## config.mk

```make
export PLATFORM = sky130hd
export DESIGN_NAME = seg7_scan
export DESIGN_NICKNAME = d
export VERILOG_FILES = /design/src/rtl/seg7_pkg.sv /design/src/rtl/seg7_scan.sv
export SDC_FILE = /design/constraint.sdc
export NUM_CORES = 1
export LEC_CHECK = 0
export ABC_AREA = 1
export CAP_MARGIN = 10
export CORE_MARGIN = 1.5
export CORE_UTILIZATION = 45
export CTS_CLUSTER_SIZE = 20
export DETAILED_ROUTE_END_ITERATION = 8
export HOLD_SLACK_MARGIN = 0.02
export PLACE_DENSITY = 0.84
export SLEW_MARGIN = 10
export SYNTH_ARGS = -nofsm -noshare
export SYNTH_HDL_FRONTEND = slang
export SYNTH_SLANG_ARGS = --single-unit
```

## constraint.sdc

```tcl
create_clock -name clk -period 2.7 [get_ports clk]
set_input_delay 0.27 -clock clk [delete_from_list [all_inputs] [get_ports clk]]
set_output_delay 0.27 -clock clk [all_outputs]
set_load 0.05 [all_outputs]
```

## src/rtl/seg7_pkg.sv

```systemverilog
// rtl/seg7_pkg.sv - shared types and constants for the 7-segment display path
package seg7_pkg;

  localparam int SEG7_MAX_DIGITS = 8;

  typedef logic [3:0] bcd_t;

  typedef enum logic {
    BLANK = 1'b0,
    SHOW  = 1'b1
  } scan_state_t;

endpackage

```

## src/rtl/seg7_scan.sv

```systemverilog
// rtl/seg7_scan.sv - time-multiplexed anode scanner for a common-anode 7-segment display
module seg7_scan
  import seg7_pkg::*;
#(
  parameter int NUM_DIGITS   = 8,
  parameter int REFRESH_DIV  = 100000,
  parameter int BLANK_CYCLES = 1000
) (
  input  logic                    clk,
  input  logic                    rst_n,
  input  logic [4*NUM_DIGITS-1:0] digits,
  input  logic [NUM_DIGITS-1:0]   digit_en,
  input  logic [NUM_DIGITS-1:0]   dp_in,
  output logic [3:0]              data,
  output logic [NUM_DIGITS-1:0]   an,
  output logic                    dp,
  output logic                    frame_tick
);

  localparam int CNT_W = $clog2(REFRESH_DIV);
  localparam int IDX_W = $clog2(NUM_DIGITS);
  localparam logic [CNT_W-1:0] CNT_LAST  = CNT_W'(REFRESH_DIV - 1);
  localparam logic [CNT_W-1:0] BLANK_END = CNT_W'(BLANK_CYCLES - 1);
  localparam logic [IDX_W-1:0] IDX_LAST  = IDX_W'(NUM_DIGITS - 1);

  scan_state_t           state_q, state_d;
  logic [CNT_W-1:0]      cnt;
  logic [IDX_W-1:0]      idx;
  logic                  capture, slot_end;
  bcd_t                  sel_digit;
  logic                  sel_en, sel_dp;
  logic [NUM_DIGITS-1:0] an_mask;

  assign slot_end = (cnt == CNT_LAST);
  assign capture  = (state_q == BLANK) && (cnt == BLANK_END);

  always_comb begin
    state_d = state_q;
    case (state_q)
      BLANK:   if (cnt == BLANK_END) state_d = SHOW;
      SHOW:    if (slot_end)         state_d = BLANK;
      default: state_d = BLANK;
    endcase
  end

  // Mux the current digit's fields and build its anode pattern without shifts.
  always_comb begin
    sel_digit = 4'h0;
    sel_en    = 1'b0;
    sel_dp    = 1'b0;
    an_mask   = '1;
    for (int i = 0; i < NUM_DIGITS; i++) begin
      if (idx == IDX_W'(i)) begin
        sel_digit  = digits[4*i +: 4];
        sel_en     = digit_en[i];
        sel_dp     = dp_in[i];
        an_mask[i] = ~digit_en[i];
      end
    end
  end

  always_ff @(posedge clk or negedge rst_n) begin
    if (!rst_n) begin
      state_q <= BLANK;
    end else begin
      state_q <= state_d;
    end
  end

  always_ff @(posedge clk or negedge rst_n) begin
    if (!rst_n) begin
      cnt        <= '0;
      idx        <= '0;
      data       <= 4'h0;
      an         <= '1;
      dp         <= 1'b1;
      frame_tick <= 1'b0;
    end else begin
      frame_tick <= 1'b0;
      if (slot_end) begin
        cnt        <= '0;
        an         <= '1;
        dp         <= 1'b1;
        idx        <= (idx == IDX_LAST) ? '0 : idx + 1'b1;
        frame_tick <= (idx == IDX_LAST);
      end else begin
        cnt <= cnt + 1'b1;
      end
      // Slot outputs are frozen here so mid-slot input changes wait for the next slot.
      if (capture) begin
        data <= sel_digit;
        an   <= an_mask;
        dp   <= ~(sel_dp & sel_en);
      end
    end
  end

endmodule

```

==> out/results.txt, run 1 <==
After global routing the overflow that remains totals 0. The floorplan has 25 rows. The highest clock rate is 0.521 GHz, and the final estimated routing congestion in global placement is 0.944. The logs give 887 sq um for the area taken by flip-flops and latches and 1080 sq um for the total area of multi-input combinational cells.

The longest clock path from root to sink contains 2 buffers. 0 antenna diodes ended up in the layout. Cell area power density: 369 nW/um^2. The fraction of final layout cells sized beyond drive strength 1 came out at 0.134. The tools report the worst flop-to-flop path startpoint as idx[1].

The post-synthesis cell type count is 30, and the via count is 2213. The cell chosen for the clock root was clkbuf_8. Data on the critical path is required at its endpoint by 2.43 ns. Summed over all cells, the static leakage comes to 1.53 nW. Post-CTS setup-driven buffer insertion count: 0. The logs give 411 for the number of filler instances in the final layout and 2 for the maximum level of the CTS H-tree.

Using the TritonRoute via totals, the vias-per-cell ratio works out to 5.12. The run gives 0.79 ns as the worst-case register-to-register setup slack. Measured in cells, the most critical reg-to-reg path has a length of 15.

Number of DRC markers after the initial detailed-route iteration: 199. The logs give 0 for the hold-fix buffer count after cts and 0.657 for the headroom to the max-slew limit. For the remaining antenna violation count after routing, the log shows 0. Starting density of the core: 0.464. The tools report the clock net sink count as 35. The synthesized area divided by synthesized cell count was 7.46 sq um. The number of cells in the finished layout apart from fillers was 432; the maximum cell stage delay along the critical path was 0.81 ns.

Kind of critical path: flip-flop to output port. From bottom edge to top edge, the die measures 72.8 um. The logs give 0.404 for the sequential area share after synthesis and 0 for the yosys synthesis warning count. In the final routed layout, each cell accounts on average for 13.8 um. The number of I/O port buffers was 63. The logs give 0 for the number of max-slew violations in the final report and 2173 for the number of global-route vias before repair. The slowest cell on the critical path is clkdlybuf4s50_1. Detailed placement finished with a half-perimeter wire length of 4.57 mm.

For the number of remaining DRC errors, the log shows 0. The most common cell after layout, fill and taps aside was nand2_1. The top cell types in the final layout, fill and taps aside, are 65 x nand2_1, 63 x clkdlybuf4s50_1, 48 x inv_1, 26 x dfrtp_1, 25 x nand3_1. Among cell families on the critical path, the largest total delay comes from buffers and inverters. Final-report hold violation count: 0.

Clock-pin slew was measured on the worst setup and hold paths at 0.08 ns. The tools report the cell area after synthesis as 2190 sq um. Walking the worst path, the cells encountered are clkdlybuf4s50_1. The highest fanout seen on the critical path was 2; the post-layout instance area was 3030 sq um. The aggregate global-route resource usage was 0.244; the register bit total from synthesis was 35.

Before antenna repair, the detailed router went through 5 iterations. The run gives 9.96 mm as the first-pass GRT wire length. Type of the tightest min-delay check: input pin to async pin. TritonCTS built the clock tree. The die is 72.8 um wide. The critical path data arrival time is 1.65 ns.

Setup violations remaining at the end of the flow were counted as 0. The region available for standard cell placement spans 4720 sq um. The placed standard-cell area was 2910 sq um.

The final worst-path cycle share is 0.711, and the post-detailed-routing wire length is 5.98 mm. Relative to the synthesized area, the layout overhead comes to 38.1%. The run gives 351 as the number of nets produced by synthesis. For the final worst clock skew, the log shows 0.0122 ns. STA classifies the critical path endpoint as an output port. Total power for the finished layout comes to 0.00112 W. The reg-to-reg endpoint was dp.

The worst-case IR drop observed on VDD is 480 uV. The number of buffers and inverters on the critical path is 1, and the number of instances in the synthesized netlist is 294. The run finished with clean final reports.

The area of the die is 5300 sq um, and the pin count of the biggest net entering global routing is 36. Including well taps, the total number of placed cells is 424. The worst setup path is launched from a flip-flop.

The logs give 64 for the number of top-level pins and 0.29 ns for the insertion delay to the later sink of the worst-skew pair. Setup repair after global routing left no endpoint under its margin. Buffers inserted during clock tree synthesis total 5. The transition at the pin with the smallest max-transition slack is 0.513 ns, and the total negative setup slack is 0 ns. The count of maximum capacitance violations is 0. Gates resized during post-CTS repair numbered 0. Initial antenna violation count: 0. For this run, the post-layout net count is 421.

The final period demand of the worst path was 1.92 ns.
## where the power goes
group | switching [W] | internal [W]
clock | 0.000194 | 0.000299
sequential | 0 | 0.000525
combinational | 0.0000328 | 0.0000689
total | 0.000226 | 0.000892
## cell type report
| cell class | instances | area share |
|---|---|---|
| multi-input combinational | 200 | 0.358 |
| sequential | 35 | 0.293 |
| timing repair buffer | 64 | 0.211 |
| inverter | 58 | 0.0719 |
| tap | 67 | 0.0277 |
| clock buffer | 6 | 0.0273 |
| clock inverter | 2 | 0.0116 |
## synthesized netlist by cell type, drive strengths merged
| cell | number | share of area |
|---|---|---|
| o22ai | 1 | 0.0029 |
| nor3 | 4 | 0.0091 |
| o31ai | 1 | 0.0057 |
| nand4 | 5 | 0.017 |
| o211a | 1 | 0.0046 |
| a21oi | 8 | 0.018 |
| o211ai | 1 | 0.0034 |
| xor2 | 4 | 0.016 |
| nand3 | 26 | 0.062 |
| a211oi | 3 | 0.010 |
| clkbuf | 1 | 0.0017 |
| o21bai | 3 | 0.010 |
| nor4 | 5 | 0.024 |
| dfstp | 9 | 0.11 |
| nand2 | 73 | 0.13 |
| inv | 58 | 0.099 |
| dfrtp | 26 | 0.30 |
| o21ai | 23 | 0.052 |
| nor2 | 31 | 0.074 |
| a31oi | 4 | 0.011 |
| ha | 7 | 0.040 |
## registers in the layout, summed over array words and instances (netlist names)
signal / cells
idx: 3
frame_tick: 1
cnt: 17
dp: 1
state_q: 1
data: 4
an: 8
## cell families after synthesis
| logic type | count (synthesis) | synth area share |
|---|---|---|
| buffers and inverters | 59 | 0.101 |
| flip-flops | 35 | 0.404 |
| adder cells (fa/ha/maj) | 7 | 0.0399 |
| AO/OA/AOI/OAI | 45 | 0.119 |
| AND/OR/NAND/NOR | 144 | 0.319 |
| XOR/XNOR | 4 | 0.0160 |
## layer usage
layer | vias to the layer above | track usage | share of wire
met3 | 9 | 0.0483 | 0.095
met5 | - | 0 | 0
met2 | 115 | 0.389 | 0.45
li1 | 1084 | - | -
met1 | 1005 | 0.330 | 0.44
met4 | 0 | 0.0901 | 0.018
## per-stage QoR
| stage | worst slack, ns | util | hold WS [ns] |
|---|---|---|---|
| global route | 0.615 | 0.641 | 0.432 |
| global placement | 0.913 | 0.616 | 0.442 |
| finish | 0.779 | 0.641 | 0.380 |
| CTS | 0.769 | 0.641 | 0.395 |
| floorplan | 1.16 | - | -0.0256 |
| detailed placement | 0.857 | 0.616 | 0.461 |
## how the worst max path moves through the flow
stage	cells past startpoint	end	slack [ns]	start
after floorplan	12	cnt[16]	1.16	cnt[0]
after detailed placement	15	dp	0.86	idx[1]
after global routing	15	dp	0.61	idx[1]
after CTS	1	an[1]	0.77	an[1]
final	1	an[1]	0.78	an[1]
after global placement	9	data[0]	0.91	idx[0]
(Power assumes the default switching activity.)
==> run 2: changes to the inputs <==
- CORE_UTILIZATION: 45 -> 43
- clock period: 2.7 -> 1.5 ns (I/O delays scaled with it)
==> run 2 against run 1 <==
The flow now finishes with violations (negative setup slack). Die area up 4.5%. Routed wire length increased by 65%. Non-clock buffer count is 71 higher. Design area grew 32%. Largest power group unchanged.
==> out/results.txt, run 2 (synthesized netlist as in run 1, its figures left out) <==
The via count was 2900 (+31%). The signal on the critical path passes through inv_2, ha_2, nand2_4, buf_4, nand3_1, nand2_1, nand2_1, nand2_1, nand2_1, nand2_1, nand2_1, nand2_1, a21oi_1. The run gives 0.00206 W (+84%) as the total power after layout. On the critical path, the stage with the largest delay is an instance of dfrtp_2. The logs give -0.196 ns (-1.05 ns) for the placement-stage worst setup slack and 429 uV (-11%) for the maximum ir drop on the vdd rail. Via count normalized by instance count: 5.75 (+12%). The clock share of power came out at 0.442 (+0.002). STA classifies the critical path endpoint as a flip-flop. The transition at the pin with the smallest max-transition slack came out at 0.348 ns (-0.165 ns).

The final worst-path cycle share was 1.21; the headroom to the max-slew limit was 0.766 (+0.109). The final reports fail on negative setup slack. Final period demand of the worst path: 1.82 ns. The most common cell after layout, fill and taps aside was buf_4. The maximum cell stage delay along the critical path works out to 0.46 ns (-0.35 ns).

The run gives 9.87 mm (+65%) as the post-detailed-routing wire length. The number of rows created at floorplan came out at 25 (unchanged). TritonCTS built the clock tree. The tools report the element type at the critical path start as a flip-flop.

Kind of critical path: flip-flop to flip-flop. The highest fanout seen on the critical path works out to 10 (+8). The cell area power density is 513 nW/um^2 (+39%). Met2 routed wirelength: 4.92 mm (+84%). The clock net sink count is 35 (unchanged).

The half-perimeter wire length after detailed placement is 5.33 mm (+17%), and the number of global-route vias before repair is 2724 (+25%). The number of I/O port buffers is 63 (unchanged). The post-synthesis to final-layout area growth works out to 82.9%. Total congestion overflow after global routing: 0 (unchanged). The initial antenna violation count was 0 (unchanged). The detailed router used layers up to and including met4. The fraction of final layout cells sized beyond drive strength 1 works out to 0.426 (+0.291).

The flow ran to the end, but the final reports show violations. In the final layout, the registers with the most flip-flops are cnt (17), an (8), data (4). The power share of the combinational group is 0.100 (+0.009).

In the layout the commonest cells are 69 x buf_4, 61 x nand2_1, 49 x clkdlybuf4s50_1, 37 x inv_1, 24 x dfrtp_1. The number of filler instances in the final layout came out at 242 (-41%). The number of top-level pins came out at 64 (unchanged).

Most numerous cell on the critical path: nand2_1. The post-layout worst setup margin is -0.322 ns (-1.10 ns). The tools report the count of TritonRoute iterations in the first routing pass as 6 (+1). The number of remaining DRC errors is 0 (unchanged), and the number of max-slew violations in the final report is 0 (unchanged). The run gives 36 (unchanged) as the pin count of the biggest net entering global routing. The layout net count came out at 493 (+17%).

The run gives 12.4 mm (+24%) as the first-pass GRT wire length. The largest register by flop count was cnt. The type of the tightest min-delay check is input pin to async pin. The final estimated routing congestion in global placement is 0.989 (+4.8%), and the number of buffers on the longest clock path is 2 (unchanged). The routed length per placed instance was 19.6 um (+41%); the total setup violations reported at the end of the flow was 32 (+32). The run gives 2 (unchanged) as the maximum level of the CTS H-tree.

The logs give 0.0145 ns (+0.00237 ns) for the final worst clock skew and 0 (unchanged) for the final-report hold violation count. Setup repair after global routing could not meet its margin everywhere. The number of DRC markers after the initial detailed-route iteration is 362 (+82%). The run gives 0.298 (+0.0536) as the aggregate global-route resource usage.

In this run the clock root is driven by a clkbuf_8. Share of power burned in registers: 0.458 (-0.011). The tools report the reported leakage power as 1.97 nW (+28%).

The tools report the critical path data arrival time as 2.05 ns (+0.40 ns). The total routed wire length on the met1 layer is 3.43 mm (+30%), and the starting density of the core is 0.455 (-0.00905). The hold-fix buffer count after cts was 0 (unchanged); the insertion delay to the later sink of the worst-skew pair was 0.30 ns (about the same). The flip-flop count of the largest register, all copies and words added is 17 (unchanged). The logs give 5 (unchanged) for the number of buffers created by CTS and 0.549 GHz for the highest clock rate. The internal cell power was 0.00161 W (+81%). The run gives 1.73 ns (-0.70 ns) as the data required time at the worst endpoint.

Die span in y: 74.4 um (+2.2%). The logs give 887 um (+56%) for the detailed route wirelength on metal3 and 0 (unchanged) for the count of maximum capacitance violations. For the diode insertion count for antenna repair, the log shows 0 (unchanged). Switching portion of total power: 0.216 (+0.0137). The width of the chip is 74.4 um (+2.2%), and the switching power total is 0.000445 W (+97%). The remaining antenna violation count after routing was 0 (unchanged). The area of the die is 5540 sq um (+4.5%), and the clock-pin slew of the registers on the worst-case setup and hold paths is 0.08 ns (about the same). Floorplan core area: 4820 sq um (+2.0%).
run 2: final timing paths:
check                               end  depth (start not counted)    start  slack, ns
worst max-delay path                 dp                         13   idx[0]      -0.32
worst min-delay path            state_q                          2    rst_n       0.21
worst max register to register       dp                         13   idx[0]      -0.32
worst min register to register  data[2]                          2  data[2]       0.49
max in group asynchronous         an[3]                          2    rst_n       1.03
min in group clk                data[2]                          2  data[2]       0.49
run 2: layer usage:
layer | up-vias | GRT usage
met5 | - | 0
met4 | 0 | 0.156
met3 | 80 | 0.0745
met2 | 226 | 0.538
met1 | 1365 | 0.319
li1 | 1229 | -
run 2: metrics by stage:
stage	utilization	cells	setup TNS (ns)	cell area, sq um	hold slack (ns)
3_3_place_gp	0.685	463	-0.620	3300	0.460
6_report	0.833	504	-4.80	4010	0.213
3_5_place_dp	0.685	463	-1.53	3300	0.464
2_1_floorplan	-	294	-0.0494	2200	-0.146
5_1_grt	0.833	504	-7.10	4010	0.229
4_1_cts	0.777	488	-1.04	3740	0.222
run 2: power groups by stage:
stage | logic, W | registers [W] | clock network, W
floorplan | 0.0000207 | 0.000962 | 0
global placement | 0.000187 | 0.000962 | 0
detailed placement | 0.000186 | 0.000962 | 0
CTS | 0.000191 | 0.000944 | 0.000908
global route | 0.000215 | 0.000944 | 0.000961
finish | 0.000205 | 0.000944 | 0.000910
run 2: critical path, delay by kind of cell (launching register included):
kind / cells / cell delay, ns
simple gates: 9 / 0.60
flops: 1 / 0.46
fa+ha+maj: 1 / 0.22
compound gates: 1 / 0.16
buf+inv: 2 / 0.27
run 2: what timing repair did:
action                     CTS  global route
setup endpoints to repair   23            32
gates cloned                 1             0
setup buffers               16            17
pin swaps                   15            25
gates resized for setup     55            34
run 2: cell type report:
cell class | instances | area (sq um) | area share
clock buffer | 6 | 82.6 | 0.0206
tap | 67 | 83.8 | 0.0209
timing repair buffer | 135 | 1300 | 0.323
sequential | 35 | 890 | 0.222
inverter | 58 | 230 | 0.0574
multi-input combinational | 201 | 1390 | 0.347
clock inverter | 2 | 35.0 | 0.00873
==> run 3: changes to the inputs <==
- SETUP_SLACK_MARGIN: not set -> 0.3
==> run 3 against run 2 <==
The run still ends with negative setup slack left. Non-clock buffer count is 5 higher. Highest routed layer unchanged. Combinational power is 9% higher. Routed wire length is 24% higher. Critical endpoint is now data[0]. Largest power group is now clock.
==> out/results.txt, run 3 (synthesized netlist as in run 1, its figures left out) <==
The run finished, with violations left. The final reports fail on negative setup slack. The worst-case register-to-register setup slack was -0.50 ns (-0.17 ns).

Layout net count: 497 (+0.81%). For the met3 usage, the log shows 0.0718 (-0.00271). Clock net sink count: 35 (unchanged). For this design, the slowest cell found on the critical path is dfrtp_1. The final period demand of the worst path was 2.00 ns (+0.175 ns). The register with the most flip-flops in the final layout is cnt. The worst setup path is of the flip-flop to flip-flop kind. The kind of cell adding the most delay to the critical path was simple AND/OR/NAND/NOR gates. The number of cells on the worst reg-to-reg path was 10 (-3); the maximum level of the CTS H-tree was 2 (unchanged).

The core occupancy in the finished layout is 0.905 (+0.0727), and the total negative setup slack is -7.69 ns (-2.90 ns). Number of global-route vias before repair: 2583 (-5.2%). The first-pass GRT wire length is 11.9 mm (-4.3%), and the number of DRC markers after the initial detailed-route iteration is 334 (-7.7%).

The number of buffers and inverters on the critical path is 4 (+2). Most numerous cell on the critical path: nand2_1. The post-detailed-routing wire length is 12.2 mm (+24%), and the width of the chip is 74.4 um (unchanged). The number of logic stages on the critical path including buffering was 10 (-3); the insertion delay to the later sink of the worst-skew pair was 0.32 ns (+0.02 ns).

For the number of rows created at floorplan, the log shows 25 (unchanged). The die span in y came out at 74.4 um (unchanged). The number of I/O port buffers is 63 (unchanged).

Hold-fix buffer count after cts: 0 (unchanged). Maximum ir drop on the vdd rail: 862 uV (+100%). The most common cell after layout, fill and taps aside is buf_4. The largest registers in the layout are cnt (17), an (8), data (4). Setup repair after global routing could not meet its margin everywhere. Headroom to the max-slew limit: 0.681 (-0.0854). STA classifies the critical path endpoint as a flip-flop. The count of maximum capacitance violations is 0 (unchanged). The maximum cell stage delay along the critical path is 0.42 ns (-0.04 ns), and the reported leakage power is 2.08 nW (+5.4%).

For the final estimated routing congestion in global placement, the log shows 0.914 (-7.6%). Total congestion overflow after global routing: 0 (unchanged). The routed length per placed instance works out to 24.1 um (+23%). The number of cells in the finished layout apart from fillers was 508 (+0.79%); the final worst clock skew was 0.0154 ns (+0.000833 ns). The aggregate global-route resource usage came out at 0.290 (-0.00771).

The type of the tightest min-delay check is input pin to async pin. The run gives 33 (+3.1%) as the total setup violations reported at the end of the flow. The worst register-to-register path ends at data[0]. The transition at the pin with the smallest max-transition slack was 0.475 ns (+0.127 ns); the number of buffers on the longest clock path was 2 (unchanged). Total instance count after detailed placement: 460 (-0.65%). Cell area power density: 513 nW/um^2 (about the same). The top cell types in the final layout, fill and taps aside, are 59 x buf_4, 49 x clkdlybuf4s50_1, 48 x nand2_1, 36 x inv_1, 21 x dfrtp_1. The final worst-path cycle share was 1.33 (+0.116). TritonCTS built the clock tree. The clock-pin slew of the registers on the worst-case setup and hold paths was 0.09 ns (about the same). For the number of remaining DRC errors, the log shows 0 (unchanged). The fraction of final layout cells sized beyond drive strength 1 is 0.522 (+0.0959). The signal on the critical path passes through inv_2, nand4_1, buf_4, nor2_4, nand3_4, buf_6, nand2_1, nand2_2, inv_1, nand2_1.

The floorplan core area was 4820 sq um (unchanged); the number of top-level pins was 64 (unchanged). The number of buffers created by CTS is 5 (unchanged). The run gives 0 (unchanged) as the final-report hold violation count. The flip-flop count of the largest register, all copies and words added is 17 (unchanged). The highest fanout seen on the critical path is 5 (-5). Via count: 3127 (+7.8%).

The area of the die is 5540 sq um (unchanged), and the diode insertion count for antenna repair is 0 (unchanged). The run gives 0.455 (unchanged) as the starting density of the core. The post-layout worst setup margin is -0.496 ns (-0.175 ns), and the critical path data arrival time is 2.19 ns (+0.14 ns). Met2 layer usage reported by global route: 0.530 (-0.00794).

The post-synthesis to final-layout area growth was 98.9%; the remaining antenna violation count after routing was 0 (unchanged). The pin count of the biggest net entering global routing came out at 36 (unchanged). The element type at the critical path start is a flip-flop.

Number of max-slew violations in the final report: 0 (unchanged). The met1 track demand over resource came out at 0.301 (-0.0180). The routing layer with the top usage in global route is met2. The via count normalized by instance count was 6.16 (+7.0%). Worst slack on hold paths: 0.199 ns (-0.0140 ns). The data required time at the worst endpoint was 1.70 ns (-0.03 ns). The highest clock rate is 0.501 GHz (-8.7%). The worst register-to-register path begins at cnt[10].

The half-perimeter wire length after detailed placement came out at 5.11 mm (-4.1%). The tools report the count of TritonRoute iterations in the first routing pass as 7 (+1). The tree is rooted in a clkbuf_8. The run gives 1 (+1) as the initial antenna violation count.
## run 3: cell types whose count changed in the layout (fill, tap and decap cells not counted), moves of 4 or more
cell / before / now
o21ai_0: 9 / 3
o21ai_2: 4 / 11
nand3_4: 3 / 7
nand3_2: 4 / 12
buf_4: 69 / 59
buf_6: 6 / 20
nand2_1: 61 / 48
nand2_4: 3 / 7
nand3_1: 19 / 7
nand2_2: 9 / 17
## run 3: worst max path at each step
| stage | from | to | slack, ns |
|---|---|---|---|
| floorplan | cnt[0] | cnt[16] | -0.04 |
| global placement | idx[0] | data[3] | -0.11 |
| detailed placement | idx[0] | data[3] | -0.20 |
| CTS | idx[0] | data[2] | -0.14 |
| global route | cnt[10] | data[0] | -0.69 |
| finish | cnt[10] | data[0] | -0.50 |
## run 3: power breakdown
part	total (W)	switching, W	internal, W
Combinational	0.000223	0.0000865	0.000137
Sequential	0.000944	0	0.000944
Clock	0.00107	0.000408	0.000663
Total	0.00224	0.000494	0.00174
## run 3: area by class of cell
type,instances,area [sq um]
Fill cell,159,455
Tap cell,67,83.8
Multi-Input combinational cell,200,1610
Timing Repair Buffer,140,1390
Inverter,58,248
Clock buffer,5,68.8
Clock inverter,3,67.6
Sequential cell,35,893
## run 3: metal layers
layer / share of wire / wire length (um)
met2: 0.44 / 5440
met3: 0.13 / 1580
met1: 0.33 / 4010
met5: 0 / 0
met4: 0.099 / 1210
## run 3: through the flow
step,total power (W),area (sq um),worst slack (ns)
final,0.00224,4360,-0.496
after global routing,0.00228,4360,-0.691
after CTS,0.00218,3760,-0.136
after detailed placement,0.00115,3340,-0.205
after global placement,0.00115,3340,-0.111
after floorplan,0.000983,2260,-0.0365
## run 3: timing repair
| item | CTS | global route |
|---|---|---|
| pin swaps | 11 | 41 |
| resized for setup | 48 | 101 |
| buffers inserted | 15 | 25 |
| endpoints found under the setup margin | 34 | 34 |
